**src/rtl/mc_main_ctrl.sv**
```systemverilog
// Multi-cycle MIPS main control FSM: sequences fetch/decode/execute/memory/write-back,
// drives all datapath enables and selects, and counts retired instructions.
module mc_main_ctrl (
    input  logic        clk_i,
    input  logic        rst_i,
    input  logic [5:0]  op_i,
    input  logic        mem_ready_i,
    output logic        PCWrite_o,
    output logic        PCWriteCond_o,
    output logic        IorD_o,
    output logic        MemRead_o,
    output logic        MemWrite_o,
    output logic        IRWrite_o,
    output logic        MemtoReg_o,
    output logic        RegDst_o,
    output logic        RegWrite_o,
    output logic        ALUSrcA_o,
    output logic [1:0]  ALUSrcB_o,
    output logic [2:0]  ALUOp_o,
    output logic [1:0]  PCSource_o,
    output logic        illegal_o,
    output logic [3:0]  state_o,
    output logic [31:0] retired_o
);

    typedef enum logic [3:0] {
        StFetch  = 4'd0,
        StDecode = 4'd1,
        StMemAdr = 4'd2,
        StMemRd  = 4'd3,
        StMemWb  = 4'd4,
        StMemWr  = 4'd5,
        StExec   = 4'd6,
        StRtWb   = 4'd7,
        StBranch = 4'd8,
        StJump   = 4'd9,
        StAddiEx = 4'd10,
        StAddiWb = 4'd11
    } state_e;

    localparam logic [5:0] OpRtype = 6'b000000;
    localparam logic [5:0] OpLw    = 6'b100011;
    localparam logic [5:0] OpSw    = 6'b101011;
    localparam logic [5:0] OpBeq   = 6'b000100;
    localparam logic [5:0] OpJ     = 6'b000010;
    localparam logic [5:0] OpAddi  = 6'b001000;

    state_e      r_state;
    state_e      w_state_d;
    logic [31:0] r_retired;
    logic        w_retire;
    logic        w_op_legal;
    logic        w_from_final;

    always_ff @(posedge clk_i or posedge rst_i) begin
        if (rst_i) begin
            r_state   <= StFetch;
            r_retired <= '0;
        end else begin
            r_state <= w_state_d;
            if (w_retire) begin
                r_retired <= r_retired + 32'd1;
            end
        end
    end

    always_comb begin
        w_op_legal = 1'b0;
        case (op_i)
            OpRtype, OpLw, OpSw, OpBeq, OpJ, OpAddi: w_op_legal = 1'b1;
            default:                                 w_op_legal = 1'b0;
        endcase
    end

    always_comb begin
        w_state_d = StFetch;
        case (r_state)
            StFetch:  w_state_d = mem_ready_i ? StDecode : StFetch;
            StDecode: begin
                case (op_i)
                    OpRtype:     w_state_d = StExec;
                    OpLw, OpSw:  w_state_d = StMemAdr;
                    OpBeq:       w_state_d = StBranch;
                    OpJ:         w_state_d = StJump;
                    OpAddi:      w_state_d = StAddiEx;
                    default:     w_state_d = StFetch;
                endcase
            end
            StMemAdr: w_state_d = (op_i == OpSw) ? StMemWr : StMemRd;
            StMemRd:  w_state_d = mem_ready_i ? StMemWb : StMemRd;
            StMemWr:  w_state_d = mem_ready_i ? StFetch : StMemWr;
            StExec:   w_state_d = StRtWb;
            StAddiEx: w_state_d = StAddiWb;
            default:  w_state_d = StFetch;
        endcase
    end

    // Only completed instructions count; an illegal opcode leaves from DECODE and is excluded.
    always_comb begin
        w_from_final = 1'b0;
        case (r_state)
            StMemWb, StMemWr, StRtWb, StAddiWb, StBranch, StJump: w_from_final = 1'b1;
            default:                                              w_from_final = 1'b0;
        endcase
    end

    assign w_retire = w_from_final && (w_state_d == StFetch);

    always_comb begin
        PCWrite_o     = 1'b0;
        PCWriteCond_o = 1'b0;
        IorD_o        = 1'b0;
        MemRead_o     = 1'b0;
        MemWrite_o    = 1'b0;
        IRWrite_o     = 1'b0;
        MemtoReg_o    = 1'b0;
        RegDst_o      = 1'b0;
        RegWrite_o    = 1'b0;
        ALUSrcA_o     = 1'b0;
        ALUSrcB_o     = 2'b00;
        ALUOp_o       = 3'b000;
        PCSource_o    = 2'b00;
        illegal_o     = 1'b0;
        // Reset holds the state at FETCH, so its strobes must be masked explicitly.
        if (!rst_i) begin
            case (r_state)
                StFetch: begin
                    MemRead_o = 1'b1;
                    ALUSrcB_o = 2'b01;
                    IRWrite_o = mem_ready_i;
                    PCWrite_o = mem_ready_i;
                end
                StDecode: begin
                    ALUSrcB_o = 2'b11;
                    illegal_o = !w_op_legal;
                end
                StMemAdr, StAddiEx: begin
                    ALUSrcA_o = 1'b1;
                    ALUSrcB_o = 2'b10;
                end
                StMemRd: begin
                    MemRead_o = 1'b1;
                    IorD_o    = 1'b1;
                end
                StMemWr: begin
                    MemWrite_o = 1'b1;
                    IorD_o     = 1'b1;
                end
                StMemWb: begin
                    RegWrite_o = 1'b1;
                    MemtoReg_o = 1'b1;
                end
                StExec: begin
                    ALUSrcA_o = 1'b1;
                    ALUOp_o   = 3'b010;
                end
                StRtWb: begin
                    RegWrite_o = 1'b1;
                    RegDst_o   = 1'b1;
                end
                StAddiWb: begin
                    RegWrite_o = 1'b1;
                end
                StBranch: begin
                    ALUSrcA_o     = 1'b1;
                    ALUOp_o       = 3'b001;
                    PCWriteCond_o = 1'b1;
                    PCSource_o    = 2'b01;
                end
                StJump: begin
                    PCWrite_o  = 1'b1;
                    PCSource_o = 2'b10;
                end
                default: ;
            endcase
        end
    end

    assign state_o   = r_state;
    assign retired_o = r_retired;

endmodule

```
**config.mk**
```make
export PLATFORM = sky130hd
export DESIGN_NAME = mc_main_ctrl
export DESIGN_NICKNAME = d
export VERILOG_FILES = /design/src/rtl/mc_main_ctrl.sv
export SDC_FILE = /design/constraint.sdc
export NUM_CORES = 1
export LEC_CHECK = 0
export CAP_MARGIN = 0
export CORE_MARGIN = 4
export CORE_UTILIZATION = 40
export CTS_BUF_LIST = sky130_fd_sc_hd__clkbuf_16
export CTS_CLUSTER_SIZE = 20
export DETAILED_ROUTE_END_ITERATION = 6
export GPL_TIMING_DRIVEN = 0
export PLACE_DENSITY = 0.7
export SYNTH_ARGS = -nofsm -noshare
export SYNTH_HDL_FRONTEND = slang
export SYNTH_SLANG_ARGS = --single-unit
```
**constraint.sdc**
```tcl
create_clock -name clk_i -period 2.37 [get_ports clk_i]
set_input_delay 0.3555 -clock clk_i [delete_from_list [all_inputs] [get_ports clk_i]]
set_output_delay 0.3555 -clock clk_i [all_outputs]
set_load 0.1 [all_outputs]
```
==> impl_metrics.tcl <==
set metrics [dict create \
    drive_gt1_share_pct 31.4 \
    finalSetupViolCount 0 \
    synth_flop_cell "dfrtp_1" \
    worst_slew_pin_slew_ps 997 \
    numCtsBuffers 5 \
    wirelength_mm 5.53 \
    critPathMaxFanout 7 \
    post-route-min-period_ps 2310 \
    dieArea_sq_um 6510 \
    power.leakage_nw 1.38 \
    fill_cells 431 \
    die-height_microns 80.7 \
    hold_violations 0 \
    hold_buffers 0 \
    yosys_warnings 0 \
    crit_type "reg -> reg" \
    pre_cts_slack_ps -1180 \
    timing.final.ws_setup_ps 64.9 \
    path_delay_family "simple AND/OR/NAND/NOR gates" \
    h-tree-depth 2 \
    cp_slowest_cell "dfrtp_4" \
    post-dp-hpwl_mm 3.97 \
    outcome "finished, final reports clean" \
    final-max-slew-violation-count 0 \
    drv_cap 0 \
    clock-sinks 36 \
    final_area_sq_um 3350 \
    relSlewSlack_pct 33.3 \
    route.vias.total 1888 \
    gp_congestion 0.796 \
    drtAntennaViolNets 0 \
    grt_pass1_vias 1750 \
    worstSetupStartpointType "flip-flop" \
    drc_errors 0 \
    cts_root_buffer "clkbuf_16" \
    synth_seq_cells 36 \
    grtUsageTotal_pct 17.3 \
    power_density_nw_per_um2 1060 \
    cp_cell_sequence "nor4bb_4 > a211oi_2 > buf_4 > o211ai_1 > nor4_4 > buf_2 > nand3b_1 > xnor2_1" \
    cp-end-kind "flip-flop" \
    seq_area_frac_synth_pct 42.7 \
    clk-insertion-delay-late_ps 280 \
    multi_input_comb_area_sq_um 1330 \
    syn_area_sq_um 2110 \
    grt_max_degree 25 \
    crit_required_ps 2530 \
    post-route-period-util_pct 97.3 \
    timing.critical_path.buf_inv 2 \
    nets 302 \
    diodes 0 \
    core-area_sq_um 5110 \
    max_freq_ghz 0.434 \
    hp-class "reg -> reg" \
    vdd_ir_drop_max_mv 0.753 \
    rsz0062_at_grt "yes" \
    initial_core_util_pct 41.4 \
    grt_overflow 0 \
    skew_ps 4.98 \
    antenna_found_initial 0 \
    synth_edf_count 0 \
    synth_nets 226 \
    fp-row-count 26 \
    cts_tree "done" \
    path_clk_slew_ps 60 \
    via_per_inst 5.20 \
    grt_pass1_wl_mm 8.67 \
    clk_path_buf_depth 2 \
    synthesis.instances 216 \
    ys_types 45 \
    place_area_sq_um 3060 \
    portBuffers 61 \
    regArea_sq_um 926 \
    finalSetupTns_ps 0 \
    whs_ps 473 \
    ioPinCount 63 \
    arrival_ps 2460 \
    syn_to_final_growth_pct 58.6 \
    firstDrtPassIters 4 \
    die_w_microns 80.7 \
    detail_route.wl_per_cell_microns 15.2 \
    drtIter0Drc 74 \
    syn_area_per_cell_sq_um 9.78 \
    synth_async_sr_flop_share_pct 100 \
    critPathMaxStageDelay_ps 540 \
]
layer usage:
metal / vias up / routed length, microns / share of wire [%] / track usage [%]
met5: - / 0 / 0 / 0
met4: 0 / 57 / 1.0 / 5.74
met3: 5 / 156 / 2.8 / 3.36
met2: 30 / 2740 / 50 / 27.6
met1: 924 / 2570 / 46 / 23.4
li1: 929 / - / - / -
placed cells by master, fill, tap and decap left out, drive strengths merged, types with 3 or more instances in the layout:
| cell type | instances |
|---|---|
| clkdlybuf4s50 | 42 |
| o21ai | 3 |
| and3 | 9 |
| o211ai | 4 |
| nor2 | 20 |
| xor2 | 10 |
| nor4 | 7 |
| nor3 | 12 |
| bufinv | 3 |
| xnor2 | 24 |
| nand3 | 15 |
| nand4 | 11 |
| nand2 | 15 |
| dfrtp | 36 |
| nand2b | 6 |
| buf | 34 |
| clkbuf | 6 |
| and4 | 3 |
area by class of cell:
cell class | count | area share, %
repair buffers | 71 | 20.0
flip-flops and latches | 36 | 27.6
clock inverters | 3 | 2.69
well taps | 70 | 2.61
inverters | 3 | 0.448
clock buffers | 5 | 3.73
plain buffers | 10 | 3.17
multi-input cells | 165 | 39.7
worst reg2reg max path: cells and delay by family (launching register included):
family	cells	cell delay (ps)
compound gates	2	420
xor+xnor	1	140
buf+inv	2	420
flops	1	540
simple gates	3	670
stage by stage:
step                util (%)  instances  total power [mW]
floorplan                  -        216              2.16
global placement        59.4        347              2.50
detailed placement      59.9        348              2.51
CTS                     64.0        358              3.48
global route            65.6        363              3.69
finish                  65.6        363              3.55
repair_timing:
| item | CTS | global route |
|---|---|---|
| endpoints found under the setup margin | 27 | 25 |
| cloned | 0 | 1 |
| gates resized for setup | 92 | 17 |
| pin swaps | 1 | 15 |
| buffers inserted | 2 | 6 |
report_power, final:
part           switching (mW)  internal [mW]  total [mW]
Combinational            1.29          0.547        1.83
Sequential             0.0885          0.685       0.773
Clock                   0.238          0.709       0.947
cells in the mapped netlist, drive strengths merged (4+ instances only):
cell,count,share of area (%)
dfrtp,36,43
xnor2,24,10
nor2,20,3.6
nand2,15,2.7
nand3,15,3.6
buf,12,3.7
nor3,12,3.1
nand4,11,3.3
xor2,10,4.1
and3,9,2.7
nor4,7,3.5
nand2b,6,1.8
o211ai,4,1.7
state kept, by name, indices dropped and copies added, names as in the netlist:
name       count
state_o        4
retired_o     32
cells by family (layout without fill, tap and decap cells):
| group | count (synthesis) | count (layout) | share of synthesized area (%) |
|---|---|---|---|
| flops | 36 | 36 | 42.7 |
| xor+xnor | 34 | 34 | 14.5 |
| mux | 1 | 1 | 0.533 |
| compound gates | 18 | 18 | 7.76 |
| fa+ha+maj | 1 | 1 | 0.592 |
| buf+inv | 15 | 92 | 4.27 |
| other cells | 1 | 1 | 0.178 |
| simple gates | 110 | 110 | 29.6 |
worst paths after layout:
| check | startpoint | end | slack, ps | cells after the start |
|---|---|---|---|---|
| worst max-delay path | state_o[2] | retired_o[21] | 60 | 8 |
| worst min-delay path | retired_o[31] | retired_o[31] | 470 | 1 |
| worst max register to register | state_o[2] | retired_o[21] | 60 | 8 |
| worst min register to register | retired_o[31] | retired_o[31] | 470 | 1 |
| max in group asynchronous | rst_i | retired_o[16] | 1620 | 3 |
| min in group asynchronous | rst_i | retired_o[11] | 550 | 3 |
(Power assumes the default switching activity.)
